**config.mk**
```make
export PLATFORM = sky130hd
export DESIGN_NAME = als_reader
export DESIGN_NICKNAME = d
export VERILOG_FILES = /design/src/rtl/als_pkg.sv /design/src/rtl/als_xfer_timer.sv /design/src/rtl/als_reader.sv
export SDC_FILE = /design/constraint.sdc
export NUM_CORES = 1
export LEC_CHECK = 0
export BUFFER_PORTS_ARGS = -buffer_cell sky130_fd_sc_hd__buf_2
export CORE_UTILIZATION = 40
export DETAILED_ROUTE_END_ITERATION = 10
export RECOVER_POWER = 100
export SLEW_MARGIN = 20
export SYNTH_ARGS = -nofsm -noshare
export SYNTH_HDL_FRONTEND = slang
export SYNTH_SLANG_ARGS = --single-unit
export TNS_END_PERCENT = 10
```
**constraint.sdc**
```tcl
create_clock -name clk -period 3.5 [get_ports clk]
set_input_delay 0.175 -clock clk [delete_from_list [all_inputs] [get_ports clk]]
set_output_delay 0.175 -clock clk [all_outputs]
set_load 0.1 [all_outputs]
```
**src/rtl/als_pkg.sv**
```systemverilog
// Shared state encoding and channel register offsets for the ambient-light-sensor reader.
package als_pkg;

    typedef enum logic [2:0] {
        ST_IDLE = 3'd0,
        ST_REQ  = 3'd1,
        ST_GAP  = 3'd2,
        ST_DONE = 3'd3,
        ST_FAIL = 3'd4
    } als_state_t;

    localparam logic [7:0] OFS_R = 8'd0;
    localparam logic [7:0] OFS_G = 8'd2;
    localparam logic [7:0] OFS_B = 8'd4;
    localparam logic [7:0] OFS_C = 8'd6;

    localparam logic [1:0] CH_LAST = 2'd3;

    function automatic logic [7:0] ch_offset(input logic [1:0] idx);
        case (idx)
            2'd0:    return OFS_R;
            2'd1:    return OFS_G;
            2'd2:    return OFS_B;
            default: return OFS_C;
        endcase
    endfunction

endpackage

```
**src/rtl/als_xfer_timer.sv**
```systemverilog
// Per-transaction ack timeout (16-bit, saturating) and per-channel retry budget.
module als_xfer_timer
    import als_pkg::*;
#(
    parameter int unsigned TIMEOUT = 50000,
    parameter int unsigned RETRIES = 2
) (
    input  logic clk,
    input  logic rst,
    input  logic run,
    input  logic retry_clr,
    input  logic retry_inc,
    output logic timeout,
    output logic retry_left
);

    localparam logic [15:0] TMR_LAST = 16'(TIMEOUT - 1);

    logic [15:0] tmr_cnt;
    logic [7:0]  retry_cnt;

    // The FSM never goes REQ->REQ directly, so clearing while idle equals clearing on REQ entry.
    always_ff @(posedge clk) begin
        if (rst) begin
            tmr_cnt <= 16'd0;
        end else if (!run) begin
            tmr_cnt <= 16'd0;
        end else if (tmr_cnt != 16'hFFFF) begin
            tmr_cnt <= tmr_cnt + 16'd1;
        end
    end

    always_ff @(posedge clk) begin
        if (rst) begin
            retry_cnt <= 8'd0;
        end else if (retry_clr) begin
            retry_cnt <= 8'd0;
        end else if (retry_inc && retry_cnt != 8'hFF) begin
            retry_cnt <= retry_cnt + 8'd1;
        end
    end

    assign timeout    = run && (tmr_cnt == TMR_LAST);
    assign retry_left = (32'(retry_cnt) < RETRIES);

endmodule

```
**src/rtl/als_reader.sv**
```systemverilog
// Reads the four ALS channel registers over the I2C master port and publishes them as one sample.
//
//  state | meaning
//  IDLE  | waiting for read_req
//  REQ   | register read outstanding for the current channel
//  GAP   | one-cycle bus_req gap between reads or before a retry
//  DONE  | sample published, data_valid pulse
//  FAIL  | retries exhausted, err set
module als_reader
    import als_pkg::*;
#(
    parameter logic [7:0]  REG_BASE = 8'h14,
    parameter int unsigned TIMEOUT  = 50000,
    parameter int unsigned RETRIES  = 2
) (
    input  logic        clk,
    input  logic        rst,
    input  logic        read_req,
    output logic        busy,
    output logic        bus_req,
    output logic [7:0]  bus_addr,
    input  logic        bus_ack,
    input  logic        bus_err,
    input  logic [15:0] bus_rdata,
    output logic [15:0] als_r,
    output logic [15:0] als_g,
    output logic [15:0] als_b,
    output logic [15:0] als_c,
    output logic        data_valid,
    output logic        sat,
    output logic        err
);

    als_state_t  state, state_next;
    logic [1:0]  idx, idx_next;
    logic [15:0] sh_r, sh_g, sh_b, sh_c;
    logic        timeout, retry_left;
    logic        ack_ok, xfer_bad, last_ok;

    // An ack together with bus_err is an error; an ack together with a timeout still counts.
    assign ack_ok   = (state == ST_REQ) && bus_ack && !bus_err;
    assign xfer_bad = (state == ST_REQ) && (bus_err || (timeout && !bus_ack));
    assign last_ok  = ack_ok && (idx == CH_LAST);

    als_xfer_timer #(
        .TIMEOUT (TIMEOUT),
        .RETRIES (RETRIES)
    ) u_timer (
        .clk        (clk),
        .rst        (rst),
        .run        (state == ST_REQ),
        .retry_clr  ((state == ST_IDLE) || ack_ok),
        .retry_inc  (xfer_bad && retry_left),
        .timeout    (timeout),
        .retry_left (retry_left)
    );

    always_comb begin
        state_next = state;
        idx_next   = idx;
        case (state)
            ST_IDLE: begin
                idx_next = 2'd0;
                if (read_req) state_next = ST_REQ;
            end
            ST_REQ: begin
                if (ack_ok) begin
                    if (idx == CH_LAST) begin
                        state_next = ST_DONE;
                    end else begin
                        state_next = ST_GAP;
                        idx_next   = idx + 2'd1;
                    end
                end else if (xfer_bad) begin
                    state_next = retry_left ? ST_GAP : ST_FAIL;
                end
            end
            ST_GAP:  state_next = ST_REQ;
            ST_DONE: state_next = ST_IDLE;
            ST_FAIL: state_next = ST_IDLE;
            default: state_next = ST_IDLE;
        endcase
    end

    // Outputs are registered from the next state so they line up with the state they describe.
    always_ff @(posedge clk) begin
        if (rst) begin
            state      <= ST_IDLE;
            idx        <= 2'd0;
            busy       <= 1'b0;
            bus_req    <= 1'b0;
            bus_addr   <= 8'd0;
            data_valid <= 1'b0;
            sat        <= 1'b0;
            err        <= 1'b0;
            als_r      <= 16'd0;
            als_g      <= 16'd0;
            als_b      <= 16'd0;
            als_c      <= 16'd0;
            sh_r       <= 16'd0;
            sh_g       <= 16'd0;
            sh_b       <= 16'd0;
            sh_c       <= 16'd0;
        end else begin
            state      <= state_next;
            idx        <= idx_next;
            busy       <= (state_next != ST_IDLE);
            bus_req    <= (state_next == ST_REQ);
            data_valid <= 1'b0;
            if (state_next == ST_REQ && state != ST_REQ) begin
                bus_addr <= REG_BASE + ch_offset(idx_next);
            end
            if (ack_ok) begin
                case (idx)
                    2'd0:    sh_r <= bus_rdata;
                    2'd1:    sh_g <= bus_rdata;
                    2'd2:    sh_b <= bus_rdata;
                    default: sh_c <= bus_rdata;
                endcase
            end
            // The C value bypasses its shadow so all four channels appear together in DONE.
            if (last_ok) begin
                als_r      <= sh_r;
                als_g      <= sh_g;
                als_b      <= sh_b;
                als_c      <= bus_rdata;
                sat        <= (bus_rdata == 16'hFFFF);
                err        <= 1'b0;
                data_valid <= 1'b1;
            end
            if (xfer_bad && !retry_left) begin
                err <= 1'b1;
            end
        end
    end

endmodule

```
==> impl_summary.txt <==
----------------------------------------------------
[Outcome]
  Result of the run ... complete, but fails checks
  Failing checks ... capacitance limit, slew limit

[Timing]
  Ratio of final minimum period to clock period ... 0.779
  Max transition margin ... -0.570
  Largest clock skew in the final design ... 7.27 ps
  Count of endpoints failing setup in the final report ... 0
  Setup TNS ... 0 ps
  Fin. max-slew vios ... 121
  Min cycle time layout ... 2730 ps
  Setup repair after global routing missed its margin ... no
  Final hold viol count ... 0
  Worst Setup Slack, final ... 773 ps
  Slew at the pin with the worst max-slew slack ... 2360 ps
  F_max ... 367 MHz

[Routing]
  Detailed-route via count ... 4550
  Per-cell via count in the routed design ... 5.02
  DRT iter0 DRCs ... 356
  Detailed-route wire length ... 13400 microns
  # DRC ... 0
  Number of optimization iterations in the first detailed-route pass ... 4
  Post-detailed-route wirelength per cell ... 14.8 microns
  Number of antenna-violating nets in the routed design ... 0

[Floorplan]
  Initial core utilization ... 0.418
  Area of the die ... 14500 sq um
  I/O pin total ... 98
  Area of the core ... 13500 sq um
  Vertical die dimension ... 121 microns
  Number of rows created at floorplan ... 42
  Horizontal extent of the die ... 121 microns

[Clock network]
  Clock insertion delay at the later pin of the skew report ... 420 ps
  Total CTS buffers ... 17
  Worst-case clock buffer depth ... 2
  Clock transition at the registers of the reported paths ... 60 ps
  Setup bufs post-CTS ... 0
  Post-CTS resize count ... 0
  CTS tree ... yes
  Number of clock sinks ... 150
  H-tree lvl count ... 4
  Clock root cell ... clkbuf_16

[Power]
  Relative contribution of sequential cells to total power ... 0.465
  Reported leakage power ... 0.00244 uW
  Net switching power ... 802 uW
  Cell area power density ... 567 nW/um^2
  Internal power of the cells ... 2910 uW
  Net switching fraction of the power ... 0.216
  Peak supply drop ... 0.000338 V
  Portion of total power attributed to the clock network ... 0.495
  Share of total power in combinational logic ... 0.039

[Yosys]
  Synthesized flop and latch total ... 150
  Post-synth top area cell ... dfxtp_1
  Post-synth cell types ... 47
  Cell count after synthesis ... 645
  Most area-consuming cells after synthesis ... dfxtp_1, nand2_1, a21oi_1
  Yosys warning count ... 0
  Combined area of all synthesized cells ... 5620 sq um
  Mean instance size in the synthesized netlist ... 8.71 sq um
  Async set or reset register ratio after synthesis ... 0
  Main synth FF type ... dfxtp_1
  Post-synthesis sequential area ratio ... 0.534
  Post-synth top area share ... 0.534
  Count of flip-flops with a built-in enable after synthesis ... 0

[Global route]
  Aggregate global routing overflow ... 0
  Vias in the first global route ... 4141
  All-layer global routing usage ... 0.191
  First-pass GRT wire length ... 21400 microns
  Initial antenna violation count ... 0
  Largest net degree at the start of global routing ... 121

[Final layout]
  Post-layout net count ... 741
  Fraction of final layout cells with drive strength greater than 1 ... 0.0793
  Diodes inserted ... 0
  Layout overhead on the synthesized area ... 16.3%

[Job]
  Count of max-cap constraint violations ... 1

[Critical path]
  Max incr delay on CP ... 770 ps
  Type of element capturing the critical path ... flop
  Worst-path fanout max ... 66
  Critical path buffer and inverter count ... 1
  Sort of element at the start of the critical path ... flop
  Cells along the critical path ... nor3b_1, and2_1, nand3_1, clkbuf_2, nand2_1, a21oi_1
  Critical path data required time ... 3680 ps
  Setup Crit Path Kind ... reg -> reg
  Critical-path top delay cell ... clkbuf_2
  Kind of cell adding the most delay to the critical path ... simple AND/OR/NAND/NOR gates
  Arr. time, crit path ... 2910 ps

[Hold path]
  Class of the tightest hold or removal check ... in -> reg

[Place]
  Final HPWL DP ... 8690 microns
  Count of input and output buffers ... 93
  Worst setup slack before clock tree synthesis ... 1110 ps
  Placer congestion estimate ... 0.794

----------------------------------------------------
-- worst paths after layout --
kind,startpoint,endpoint,slack (ps),cells after the start
max,state[1],als_b[15],770,6
min,bus_rdata[5],als_c[5],60,3
max reg2reg,state[1],als_b[15],770,6
min reg2reg,als_g[3],als_g[3],450,2
-- synthesized netlist by cell type, types with 4 or more instances --
cell type / n
clkbuf_1: 24
buf_2: 9
nor3_1: 12
nor2_1: 49
xnor2_1: 4
buf_6: 8
and2_1: 7
dfxtp_1: 150
inv_1: 7
nand3_1: 8
buf_4: 7
mux2i_1: 34
a21oi_1: 89
a311oi_1: 4
nand2_1: 177
o21ai_0: 5
nand4_1: 7
-- kinds of logic after synthesis --
| family | synth area share |
|---|---|
| buffers and inverters | 0.0548 |
| other | 0.000667 |
| AND/OR/NAND/NOR | 0.232 |
| multiplexers | 0.0606 |
| flip-flops | 0.534 |
| AO/OA/AOI/OAI | 0.106 |
| XOR/XNOR | 0.00779 |
| adder cells (fa/ha/maj) | 0.00445 |
-- placed cells by master (no fill, tap or decap), types with 3 or more instances in the layout --
master and count:
nand2_1 177, dfxtp_1 150, a21oi_1 89, clkbuf_1 77
nor2_1 49, mux2i_1 34, buf_2 19, clkbuf_16 17
nor3_1 12, nand3_1 9, nand4_1 8, inv_1 7
nor4_1 6, clkbuf_8 6, o21ai_0 5, and2_0 4
a311oi_1 4, xnor2_1 4, conb_1 4, buf_4 4
and2_1 3, or3_1 3
-- stage by stage --
stage	area [sq um]	std cells	total power, uW	utilization	hold slack (ps)
3_3_place_gp	6080	874	1910	0.452	435
2_1_floorplan	5630	648	1870	-	311
5_1_grt	6540	907	3830	0.486	48.4
6_report	6540	907	3710	0.486	60.5
4_1_cts	6700	907	3740	0.498	42.3
3_5_place_dp	6080	874	1910	0.452	440
-- sequential cells by signal (all words and copies together) (netlist names), 2 cells and up --
| name | count |
|---|---|
| als_b | 16 |
| als_c | 16 |
| als_g | 16 |
| als_r | 16 |
| bus_addr | 4 |
| idx | 2 |
| sh_b | 16 |
| sh_g | 16 |
| sh_r | 16 |
| state | 3 |
| u_timer.retry_cnt | 8 |
| u_timer.tmr_cnt | 16 |
-- power by group through the flow --
| stage | Combinational, uW | Sequential [uW] | Clock, uW |
|---|---|---|---|
| floorplan | 76.3 | 1790 | 0 |
| global placement | 147 | 1760 | 0 |
| detailed placement | 148 | 1760 | 0 |
| CTS | 149 | 1730 | 1870 |
| global route | 155 | 1730 | 1940 |
| finish | 145 | 1730 | 1840 |
-- worst register-to-register path: cells and delay by family, from the launching register on --
family	cells	cell delay [ps]
buffers and inverters	1	770
AND/OR/NAND/NOR	4	1220
flip-flops	1	400
AO/OA/AOI/OAI	1	100
-- per-layer routing --
| metal | global-route usage | share of wire | vias up |
|---|---|---|---|
| met1 | 0.236 | 0.43 | 2134 |
| li1 | - | - | 2295 |
| met4 | 0.0563 | 0.011 | 0 |
| met2 | 0.316 | 0.50 | 110 |
| met3 | 0.0599 | 0.057 | 11 |
| met5 | 0 | 0 | - |
-- what timing repair did --
| item | in CTS | in global routing |
|---|---|---|
| hold endpoints to repair | 1 | 0 |
| endpoints found under the setup margin | 0 | 0 |
| hold buffers | 1 | 0 |
-- area by class of cell --
type	instances	area (sq um)
Inverter	7	26.3
Timing Repair Buffer	100	423
Clock inverter	6	88.8
Tap cell	176	220
Fill cell	1395	6920
Sequential cell	150	3000
Multi-Input combinational cell	442	2260
Clock buffer	26	519
(Power assumes the default switching activity.)
